### config.mk
export PLATFORM = sky130hd
export DESIGN_NAME = serial_adder_flat
export DESIGN_NICKNAME = d
export VERILOG_FILES = /design/src/rtl/serial_adder_pkg.sv /design/src/rtl/serial_adder_if.sv /design/src/rtl/full_adder.sv /design/src/rtl/serial_adder.sv /design/src/flat_wrapper.sv
export SDC_FILE = /design/constraint.sdc
export NUM_CORES = 1
export LEC_CHECK = 0
export BUFFER_PORTS_ARGS = -buffer_cell sky130_fd_sc_hd__buf_2
export CELL_PAD_IN_SITES_DETAIL_PLACEMENT = 0
export CELL_PAD_IN_SITES_GLOBAL_PLACEMENT = 1
export CORE_UTILIZATION = 36
export DETAILED_ROUTE_END_ITERATION = 7
export PLACE_DENSITY = 0.77
export SYNTH_ARGS = -nofsm -noshare
export SYNTH_HDL_FRONTEND = slang
export SYNTH_SLANG_ARGS = --single-unit
### constraint.sdc
create_clock -name clk -period 1.52 [get_ports clk]
set_input_delay 0.152 -clock clk [delete_from_list [all_inputs] [get_ports clk]]
set_output_delay 0.152 -clock clk [all_outputs]
set_load 0.01 [all_outputs]
### src/rtl/serial_adder_pkg.sv
// Purpose: shared FSM encoding, default operand width and counter sizing for the bit-serial adder.
// Latency: n/a (declarations only).
// Backpressure: n/a (declarations only).
package serial_adder_pkg;

   // Operand width used when the parent does not override N.
   localparam int DEFAULT_N = 8;

   typedef enum logic [1:0] {
      IDLE = 2'd0,
      ADD  = 2'd1,
      DONE = 2'd2
   } state_t;

   // The bit counter only has to reach N-1, so $clog2(N) bits suffice.
   function automatic int cnt_width(input int n);
      return (n < 2) ? 1 : $clog2(n);
   endfunction

endpackage

### src/rtl/serial_adder_if.sv
// Purpose: operand/result bundle between a requester and the bit-serial adder.
// Latency: n/a (wires only).
// Backpressure: none; start is simply ignored while the adder is not idle.
// Signals: start, a, b, cin  (requester -> adder)
//          sum, cout, busy, done (adder -> requester)
interface serial_adder_if #(
   parameter int N = serial_adder_pkg::DEFAULT_N
);
   logic         start;
   logic [N-1:0] a;
   logic [N-1:0] b;
   logic         cin;
   logic [N-1:0] sum;
   logic         cout;
   logic         busy;
   logic         done;

   // Requester side.
   modport master (
      output start, a, b, cin,
      input  sum, cout, busy, done
   );

   // Adder side.
   modport slave (
      input  start, a, b, cin,
      output sum, cout, busy, done
   );
endinterface

### src/rtl/full_adder.sv
// Purpose: one-bit full-adder cell, used as the serial bit slice.
// Latency: combinational.
// Backpressure: none.
// Ports: x, y, cin (addend bits and carry in); s (sum bit); cout (carry out).
module full_adder (
   output logic cout,
   output logic s,
   input  logic x,
   input  logic y,
   input  logic cin
);

   assign s    = x ^ y ^ cin;
   assign cout = (x & y) | (cin & (x ^ y));

endmodule

### src/rtl/serial_adder.sv
// Purpose: adds two N-bit operands plus carry-in one bit per clock through a single full-adder cell.
// Latency: start accepted at edge k -> done pulses in the cycle after edge k+N; next start accepted at k+N+2.
// Backpressure: start is honoured only in IDLE; requests during ADD/DONE are dropped, never queued.
// Ports: clk, rst_n (async active-low); bus.slave carries start/a/b/cin in and sum/cout/busy/done out.
module serial_adder
   import serial_adder_pkg::*;
#(
   parameter int N = DEFAULT_N
) (
   input  logic          clk,
   input  logic          rst_n,
   serial_adder_if.slave bus
);

   localparam int CW = cnt_width(N);

   state_t        state;
   logic [N-1:0]  op_a;
   logic [N-1:0]  op_b;
   logic [N-1:0]  sum_q;
   logic          carry;
   logic          cout_q;
   logic          busy_q;
   logic          done_q;
   logic [CW-1:0] cnt;

   logic          fa_s;
   logic          fa_c;
   logic          last_bit;

   // The counter tracks which bit is being added; bit N-1 is the final one.
   assign last_bit = (cnt == CW'(N - 1));

   // Operand LSBs and the carry flop feed the single bit slice.
   full_adder u_fa (
      .cout (fa_c),
      .s    (fa_s),
      .x    (op_a[0]),
      .y    (op_b[0]),
      .cin  (carry)
   );

   always_ff @(posedge clk or negedge rst_n) begin
      if (!rst_n) begin
         state  <= IDLE;
         op_a   <= '0;
         op_b   <= '0;
         sum_q  <= '0;
         carry  <= 1'b0;
         cout_q <= 1'b0;
         busy_q <= 1'b0;
         done_q <= 1'b0;
         cnt    <= '0;
      end else begin
         // done is a single-cycle strobe; only the final ADD cycle raises it.
         done_q <= 1'b0;

         case (state)
            IDLE: begin
               if (bus.start) begin
                  op_a   <= bus.a;
                  op_b   <= bus.b;
                  carry  <= bus.cin;
                  cnt    <= '0;
                  sum_q  <= '0;
                  cout_q <= 1'b0;
                  busy_q <= 1'b1;
                  state  <= ADD;
               end
            end

            ADD: begin
               op_a  <= op_a >> 1;
               op_b  <= op_b >> 1;
               // Sum bits enter at the MSB, so after N shifts bit 0 lands at the LSB.
               sum_q <= {fa_s, sum_q[N-1:1]};
               carry <= fa_c;
               if (last_bit) begin
                  cout_q <= fa_c;
                  busy_q <= 1'b0;
                  done_q <= 1'b1;
                  state  <= DONE;
               end else begin
                  // Holding at N-1 on the last bit keeps the counter from wrapping
                  // when N is a power of two.
                  cnt <= cnt + CW'(1);
               end
            end

            DONE: begin
               state <= IDLE;
            end

            default: begin
               state <= IDLE;
            end
         endcase
      end
   end

   assign bus.sum  = sum_q;
   assign bus.cout = cout_q;
   assign bus.busy = busy_q;
   assign bus.done = done_q;

endmodule

### src/flat_wrapper.sv
// flat-port wrapper written by rule: the top's interface ports become plain ports
module serial_adder_flat import serial_adder_pkg::*;
#(
   parameter int N = DEFAULT_N
)
  (clk, rst_n, bus_start, bus_a, bus_b, bus_cin, bus_sum, bus_cout, bus_busy, bus_done);
  serial_adder_if #(.N(N)) bus_i ();
  input  logic clk;
  input  logic rst_n;
  input wire logic [$bits(bus_i.start)-1:0] bus_start;
  input wire logic [$bits(bus_i.a)-1:0] bus_a;
  input wire logic [$bits(bus_i.b)-1:0] bus_b;
  input wire logic [$bits(bus_i.cin)-1:0] bus_cin;
  output wire logic [$bits(bus_i.sum)-1:0] bus_sum;
  output wire logic [$bits(bus_i.cout)-1:0] bus_cout;
  output wire logic [$bits(bus_i.busy)-1:0] bus_busy;
  output wire logic [$bits(bus_i.done)-1:0] bus_done;
  assign bus_i.start = bus_start;
  assign bus_i.a = bus_a;
  assign bus_i.b = bus_b;
  assign bus_i.cin = bus_cin;
  assign bus_sum = bus_i.sum;
  assign bus_cout = bus_i.cout;
  assign bus_busy = bus_i.busy;
  assign bus_done = bus_i.done;
  serial_adder #(.N(N)) u_core (.clk(clk), .rst_n(rst_n), .bus(bus_i));
endmodule
Yosys cells after proc, flatten, opt, wreduce, memory -nomap -nowiden --
Index checks and enable logic that the tools add are counted.
Word-level totals: register bits 33, latch bits 0, RAM bits 0, bits in read-only memories 0, bits of input ports 20, output and inout bits 11, logic and storage cells 48, memories 0
Cells by class: add/subtract/negate cells 1, multiply operators 0, divide/modulo/power cells 0, $lt $le $gt $ge 0, equal/unequal tests 5, shift operators 0, mux-type cells 22, bitwise operators 5, reduce and logical (&&, ||, !) cells 6
Operators by type and width (number):
- 8-bit case mux with 2 select lines | 3
- 8-bit 2-to-1 mux | 3
- 1-bit 2-to-1 mux | 7
- 3-bit 2-to-1 mux | 2
- 1-bit case mux with 2 select lines | 3
- 3-bit case mux with 2 select lines | 1
- 3-bit AND reduction | 2
- 2-bit 2-to-1 mux | 2
- 2-bit inequality test, second input constant | 2
- 2-bit case mux with 2 select lines | 1
- 2-bit AND reduction | 2
- 3-bit by 1-bit adder with 3-bit output, second input constant | 1
- 3-bit == test, second input constant | 1
- 1-bit AND | 2
- 2-bit by 1-bit == test with 1-bit output, second input constant | 1
- 2-bit logical NOT | 1
- 2-bit by 1-bit inequality test with 1-bit output, second input constant | 1
- 2-bit nonzero test | 1
- 1-bit XOR | 2
- 1-bit bitwise OR | 1

Depth between registers and ports, before layout --
Gate-level depths: netlist (run 1).
depth in word-level cells 5, gate-level depth with buffers 5, mapped depth without buffers 5

Hierarchy --
From an unflattened synthesis (run 1), not the netlist that was laid out.
Unflattened totals: cell total of the unflattened synthesis 146, area total of the unflattened synthesis 1534.0 µm²
Modules (own cells, without submodules):
- serial_adder | instances 1, cells each 145, area each 1514.0 µm², seq. area each 825.8 µm²
- full_adder | instances 1, cells each 1, area each 20.0 µm², seq. area each 0.0 µm²

Worst setup path after synthesis (run 1) --
OpenSTA, ideal clock, no wires.
path type flip-flop to flip-flop, start register u_core.cnt[0], end register u_core.cnt[1], setup time 0.083 ns, arrival 1.153 ns, data required time 1.437 ns, setup slack 0.285 ns, stages on the path, launching flop included 6, buffers on the path 0, clock period less this slack 1.235 ns, cell sequence dfrtp_1 > ha_1 > ha_1 > nor2_1 > a22oi_1 > o21ai_0
On the way: cells in the longest elaborated chain, start to end 3, elaborated cells between the ends (all ways) 6, those cells by class add/sub: 1; eq/ne: 2; mux: 2; reduce/logical: 1
Ends and longest elaborated chain:
- start, declared | line serial_adder.sv:25 | logic [CW-1:0] cnt;
- start signal, assigned | line serial_adder.sv:86 | cnt <= cnt + CW'(1);
- 3-bit by 1-bit adder with 3-bit output / 3-bit == test (equally long branches) | line serial_adder.sv:86, serial_adder.sv:32
- 3-bit 2-to-1 mux / 2-bit inequality test (equally long branches)
- 3-bit case mux with 2 select lines / 3-bit AND reduction (equally long branches)
Several ways; a longest one is shown, not always the timed one. The select of a mux whose other input is x is not followed. A chain may end at the register's enable or synchronous reset.

Final worst setup path (run 1) --
Ends and elaborated chain as after synthesis.

==> flow_results.org, run 1 <==
** Setup path
- CP Launch Type :: flip-flop
- Worst path slowest cell :: dfrtp_1
- Of all nets on the critical path, the largest fanout is 7.
- Cell-by-cell listing of the critical path :: ha_1, ha_2, nor2_1, a22oi_1, o21ai_0
- The most critical setup path has its startpoint at u_core.cnt[0].
- The setup path with the least slack is of type reg -> reg.
- On the worst path, the slowest cell contributes a delay of 0.41 ns.
- Arrival time of data at the critical path endpoint :: 1.57 ns
- Critical path capture point type :: flip-flop
- The startpoint identified for the worst register-to-register timing path is u_core.cnt[0].
- CP Data Required Time :: 1.72 ns

** Place
- Count of input and output buffers :: 30
- Once detailed placement completed, the half-perimeter wirelength came to 2200 um.
- In this run, placement finished with an instance count of 202.
- Once placement finished, the instance area stood at 1620 sq um.
- Routability congestion estimate from global placement :: 0.690

** Power and ir drop
- Summing internal, switching and leakage power gives 0.00358 W.
- The worst-case IR drop observed on VDD is 0.000874 V.
- Dividing total power by cell area gives a power density of 2070 nW/um^2.
- Static power due to leakage :: 0.844 nW

** Routing
- Detailed Route Iter0 Violations :: 39
- Summed over all layers, the routed wires come to 3240 um.
- Before antenna repair, the detailed router went through 4 iterations.
- The routed layout has 1148 vias.
- After detailed routing, the number of remaining DRC violations is 0.
- Avg Vias per Cell :: 5.44
- Routed WL per cell :: 15.3 um
- DRT antenna net count :: 0

** STA
- Slew headroom :: 52.5%
- Timing would allow up to 0.727 GHz.
- Setup repair after global routing left no endpoint under its margin.
- Total negative setup slack :: 0 ns
- Final count of pins violating max slew :: 0
- Setup violators final :: 0
- At the pin with the least slew margin, the transition time is 0.713 ns.
- Count of endpoints failing hold in the final timing report :: 0
- Dividing the final minimum period by the clock period gives 90.5%.
- Final Critical Period :: 1.38 ns
- On the final layout, the worst clock skew is 0.00516 ns.

** Min path
- Hold Startpoint :: bus_a[7]
- Class of the tightest hold or removal check :: in -> reg

** Flow run
- Across the run, the number of max-cap violations was 0.

** Synthesis
- Synth Flop Type :: dfrtp_1
- Number of cells produced by synthesis :: 129
- After synthesis, the most frequently instantiated cells are dfrtp_1, a21oi_1, nor2_1.
- The mapped netlist covers 1450 sq um.
- Yosys warns :: 0
- The netlist uses 28 different library cells.
- The synthesized design contains 0 enable-type register cells.
- The synthesized design spends more area on one cell type than any other, namely dfrtp_1.
- The share of the Yosys chip area taken by registers is 57.1%.
- Mean Syn Cell Area :: 11.2 sq um
- Fraction of post-synthesis cell area in the top cell type by area :: 57.1%
- Counting every net in the synthesized netlist gives 153.
- The most common cell in the synthesized netlist is dfrtp_1.
- Synth top area cells :: dfrtp_1, a22o_1, o22ai_1, a21oi_1, nor2_1
- Post-synth ARST share :: 100%
- Flip-flop and latch count after synthesis :: 33

** Global routing
- Overall overflow remaining after global route :: 0
- Largest net degree at the start of global routing :: 34
- Antenna violations before repair :: 0
- Global-route wire length before repair :: 5440 um
- The number of global-route vias before repair came to 1175.
- Total global routing track utilization :: 17.3%

** Clock tree
- TritonCTS buffer count :: 5
- Clock-pin slew was measured on the worst setup and hold paths at 0.06 ns.
- Clock tree root buffer cell :: clkbuf_8
- Post-CTS timing repair inserted 0 buffers for setup.
- Longest Clk Path Bufs :: 2
- H-Tree Depth :: 2
- The clock reaches the later pin of the worst-skew pair after 0.29 ns.
- TritonCTS built the clock tree.
- Clock tree synthesis found a total of 33 sinks.

** Final layout
- Net count reported at finish :: 186
- Area growth, synth to finish :: 19.6%
- Cells fill 46.2% of the core in the end.
- Of the cells placed in the final design, the portion with a size suffix greater than 1 is 30.1%.
- The finished cells cover 1730 sq um.
- The repair_antennas step left the layout with diodes totalling 0.
- For this run, the number of standard cells in the final layout without fillers is 211.

** Die
- 31 I/O pins were placed.
- Effective utilization at floorplan :: 38.6%
- The die is 65.4 um wide.
- Number of rows in the core area :: 22
- After floorplanning, the core was sized to cover 3740 sq um.
- Die boundary height :: 65.4 um
- Overall die area :: 4280 sq um

** Outcome
- The flow ran to the end, and the final reports show no timing, DRC or antenna violations.
-- per-stage QoR --
step                      worst slack [ns]  hold slack, ns
final                                0.145          0.0798
after global routing                0.0111          0.0901
after CTS                           0.0900          0.0737
after detailed placement             0.107           0.253
after global placement               0.203           0.239
after floorplan                      0.285          -0.144
-- critical path: cells and delay by family (launching register included) --
family / cells / cell delay [ns]
AND/OR/NAND/NOR: 1 / 0.16
adder cells (fa/ha/maj): 2 / 0.47
AO/OA/AOI/OAI: 2 / 0.26
flip-flops: 1 / 0.41
-- power by group --
| part | internal, W | switching, W | total [W] |
|---|---|---|---|
| combinational | 0.000630 | 0.000701 | 0.00133 |
| sequential | 0.00126 | 0.000269 | 0.00153 |
| clock | 0.000409 | 0.000309 | 0.000718 |
| total | 0.00230 | 0.00128 | 0.00358 |
-- logic make-up (layout without fill, tap and decap cells) --
group | after synthesis | in the layout | share of synthesized area [%]
adders and majority gates | 4 | 4 | 3.98
buffers and inverters | 13 | 47 | 5.36
and+or+nand+nor | 29 | 29 | 9.52
AOI/OAI and AO/OA | 50 | 50 | 24.0
DFF | 33 | 33 | 57.1
-- registers in the layout, summed over array words and instances (netlist names) --
name,flops
u_core.cnt,3
u_core.bus.sum,8
u_core.state,2
u_core.bus.cout,1
u_core.carry,1
u_core.bus.done,1
u_core.bus.busy,1
u_core.op_b,8
u_core.op_a,8
-- final timing paths --
path,to,slack [ns],depth (start not counted)
min,u_core.op_a[7],0.08,2
min reg2reg,u_core.bus.sum[0],0.50,1
max reg2reg,u_core.cnt[1],0.14,5
min in group asynchronous,u_core.op_b[7],0.45,2
max,u_core.cnt[1],0.14,5
max in group asynchronous,u_core.bus.done,0.61,2
-- layout by cell type, fill, tap and decap left out, types with 2 or more instances in the layout --
cell type | Yosys | final
a21oi_1 | 15 | 15
a22o_1 | 10 | 10
a22oi_1 | 3 | 3
and3_1 | 3 | 3
buf_2 | 2 | 30
buf_4 | 1 | 2
clkbuf_8 | 0 | 7
dfrtp_1 | 33 | 33
ha_1 | 3 | 2
inv_1 | 4 | 4
inv_2 | 2 | 2
nand2_1 | 5 | 5
nand3b_1 | 2 | 2
nor2_1 | 14 | 14
o21ai_0 | 3 | 3
o221a_2 | 2 | 2
o22ai_1 | 13 | 13
-- timing repair --
| item | CTS | global route |
|---|---|---|
| resized for setup | 0 | 1 |
| hold buffers | 1 | 0 |
| setup endpoints to repair | 0 | 2 |
| hold endpoints to repair | 33 | 0 |
-- final cells by class --
class | instances | area, sq um
clock inverter | 1 | 5.00
clock buffer | 7 | 96.3
inverter | 6 | 22.5
fill | 382 | 2010
timing repair buffer | 33 | 175
sequential | 33 | 826
multi-input combinational | 83 | 546
tap | 48 | 60.1
-- routing by layer --
layer	routed length [um]	GRT usage, %	vias up
met5	0	0	-
met2	1550	28.5	31
li1	-	-	543
met3	167	4.69	6
met1	1470	21.1	568
met4	43	7.34	0
Note: power is estimated with default switching activity, not from simulation.
==> run 2: changes to the inputs <==
--- a/config.mk
+++ b/config.mk
@@ -8,6 +8,7 @@
 export BUFFER_PORTS_ARGS = -buffer_cell sky130_fd_sc_hd__buf_2
 export CELL_PAD_IN_SITES_DETAIL_PLACEMENT = 0
 export CELL_PAD_IN_SITES_GLOBAL_PLACEMENT = 1
+export CORE_MARGIN = 2
 export CORE_UTILIZATION = 36
 export DETAILED_ROUTE_END_ITERATION = 7
 export PLACE_DENSITY = 0.77
==> run 2 against run 1 <==
Net effect: clock power is 15% lower; sequential share of layout area up 0.81 points; wire length shrank 4.2%; sequential power hardly changed; critical path type unchanged; critical endpoint unchanged; highest routed layer unchanged.
==> flow_results.org, run 2 (synthesis results as in run 1) <==
** Clock tree
- Number of buffers added for setup after CTS :: 0 (unchanged)
- Longest Clk Path Bufs :: 2 (unchanged)
- Clock tree root buffer cell :: clkbuf_8
- CTS clock-pin slew for the worst setup and hold paths :: 0.06 ns (about the same)
- The TritonCTS buffer count was 5 (unchanged).
- TritonCTS built the clock tree.
- The clock latency at the later pin of the worst-skew pair came to 0.28 ns (about the same).
- H-Tree Depth :: 2 (unchanged)
- Sinks on the clock net :: 33 (unchanged)

** Setup path
- Longest individual stage delay on the worst path :: 0.41 ns (about the same)
- The signal on the critical path passes through ha_1, ha_1, nor2_1, a22oi_1, o21ai_0.
- The data required time at the worst endpoint is 1.72 ns (about the same).
- The arrival time at the worst endpoint is 1.59 ns (+0.02 ns).
- The highest fanout seen on the critical path is 7 (unchanged).
- Crit path kind :: reg -> reg
- Library cell appearing most often on the critical path :: ha_1
- Worst path slowest cell :: dfrtp_1
- STA classifies the critical path startpoint as a flip-flop.
- Critical path capture point type :: flip-flop

** Global routing
- Overall overflow remaining after global route :: 0 (unchanged)
- Via count of the first global-routing pass :: 1135 (-3.4%)
- Largest net degree at the start of global routing :: 34 (unchanged)
- The met2 track utilization from global routing was 26.1% (-2.4 points).
- Global-route wire length before repair :: 5090 um (-6.5%)
- met2 is the most crowded layer.
- The initial antenna violation count was 0 (unchanged).
- The met1 track utilization from global routing is 18.4% (-2.7 points).
- Met3 GRT Util :: 4.33% (-0.35 points)
- The global-route usage over all layers was 15.7% (-1.6 points).

** Place
- The number of I/O port buffers is 30 (unchanged).
- The total instance count after detailed placement is 203 (+0.50%).
- The routability-driven placement congestion ratio is 0.725 (+5.0%).
- The sum of net half-perimeters after detailed placement came to 2170 um (-1.4%).
- Dpl ws :: 0.122 ns (+0.0149 ns)

** Final layout
- Fillers :: 388 (+1.6%)
- Final cell count without fillers :: 212 (+0.47%)
- Footprint of the multi-input gates :: 543 sq um (-0.46%)
- Area growth, synth to finish :: 17.6%
- Most used cells in the layout excluding fill and tap cells :: dfrtp_1, buf_2, a21oi_1, nor2_1, o22ai_1
- The area taken by flip-flops and latches is 826 sq um (unchanged).
- Diode insertion count for antenna repair :: 0 (unchanged)
- The library cell used most frequently in the layout, excluding fill and tap cells, is dfrtp_1.
- The layout cell share with drive strength beyond 1 was 27.2% (-2.9 points).
- Net count reported at finish :: 185 (-0.54%)

** Die
- The die height is 67.4 um (+3.1%).
- Top-level I/O count :: 31 (unchanged)
- The area of the die was 4540 sq um (+6.2%).
- The floorplan die width is 67.4 um (+3.1%).
- The effective utilization at floorplan was 36.7% (-1.9 points).
- The core outline area is 3940 sq um (+5.3%).
- Number of rows in the core area :: 23 (+4.5%)

** Power and ir drop
- The total leakage power was 0.827 nW (-2.0%).
- The power per standard cell area was 2020 nW/um^2 (-2.3%).
- Largest voltage drop on the vdd net :: 0.000758 V (-13%)

** STA
- Slew @ Worst Pin :: 0.728 ns (+0.0152 ns)
- Final hold slack :: 0.0889 ns (+0.00907 ns)
- Final count of pins violating max slew :: 0 (unchanged)
- Highest attainable clock frequency :: 0.720 GHz (-0.99%)
- The setup violation total in the final timing report was 0 (unchanged).
- The count of final hold-check violations came to 0 (unchanged).
- Slew headroom :: 51.5% (-1.0 points)
- Final Critical Period :: 1.39 ns (+0.0137 ns)
- The post-route clock skew was 0.00149 ns (-0.00367 ns).
- Crit path setup slack, layout :: 0.131 ns (-0.0137 ns)
- The sum of negative setup slack came to 0 ns (unchanged).
- Final cycle utilization of the critical path :: 91.4% (+0.90 points)
- Setup repair after global routing missed its margin :: false

** Routing
- DRT antenna net count :: 0 (unchanged)
- DRC violation count after routing :: 0 (unchanged)
- The overall via count from detail_route was 1126 (-1.9%).
- The number of optimization iterations in the first detailed-route pass came to 4 (unchanged).
- Avg Vias per Cell :: 5.31 (-2.4%)
- Detailed Route Iter0 Violations :: 68 (+74%)
- Routed WL per cell :: 14.6 um (-4.7%)
- The sum of routed wire length over all layers came to 3100 um (-4.2%).

** Flow run
- The total of max-cap violations is 0 (unchanged).

** Outcome
- The flow ran to the end, and the final reports show no timing, DRC or antenna violations.

** Min path
- Class of the tightest hold or removal check :: in -> reg
-- run 2: cell types whose count changed in the layout (fill, tap and decap cells not counted), sizes merged --
| cell | change |
|---|---|
| buf | -1 |
| clkbuf | +1 |
| clkinv | -1 |
-- run 2: power by group --
| group | internal (W) | switching [W] |
|---|---|---|
| Clock | 0.000325 | 0.000288 |
| Combinational | 0.000619 | 0.000671 |
| Sequential | 0.00127 | 0.000271 |
| Total | 0.00221 | 0.00123 |
-- run 2: routing by layer --
metal	share of wire (%)	wire (um)
met4	1.6	50
met1	46	1420
met2	46	1440
met5	0	0
met3	6.3	194
-- run 2: what timing repair did --
action                                 CTS  global route
endpoints found under the hold margin   33             0
hold buffers                             1             0
gates resized for setup                  0             0
-- run 2: stage by stage --
stage	power (W)	area (sq um)	utilization (%)
floorplan	0.00250	1450	-
global placement	0.00277	1610	40.9
detailed placement	0.00286	1610	40.9
CTS	0.00349	1700	43.2
global route	0.00373	1700	43.2
finish	0.00344	1700	43.2
-- run 2: final cells by class --
type                       count  area share, %
inverter                       6           1.32
tap                           50           3.68
timing repair buffer          32           9.85
clock buffer                   8           4.71
multi-input combinational     83           31.9
sequential                    33           48.5
-- run 2: path summary, 6_finish.rpt --
kind                                    from                end  slack [ns]  cells after the start
min reg2reg                u_core.bus.sum[0]  u_core.bus.sum[0]        0.50                      1
min in group asynchronous              rst_n  u_core.bus.sum[4]        0.47                      2
max                            u_core.cnt[0]      u_core.cnt[1]        0.13                      5
min                                 bus_a[7]     u_core.op_a[7]        0.09                      2
max in group asynchronous              rst_n     u_core.op_a[3]        0.59                      2
max reg2reg                    u_core.cnt[0]      u_core.cnt[1]        0.13                      5
-- run 2: critical path, delay by kind of cell (launching register included) --
| family | cells | cell delay, ns |
|---|---|---|
| and+or+nand+nor | 1 | 0.16 |
| DFF | 1 | 0.41 |
| adders and majority gates | 2 | 0.51 |
| AOI/OAI and AO/OA | 2 | 0.23 |
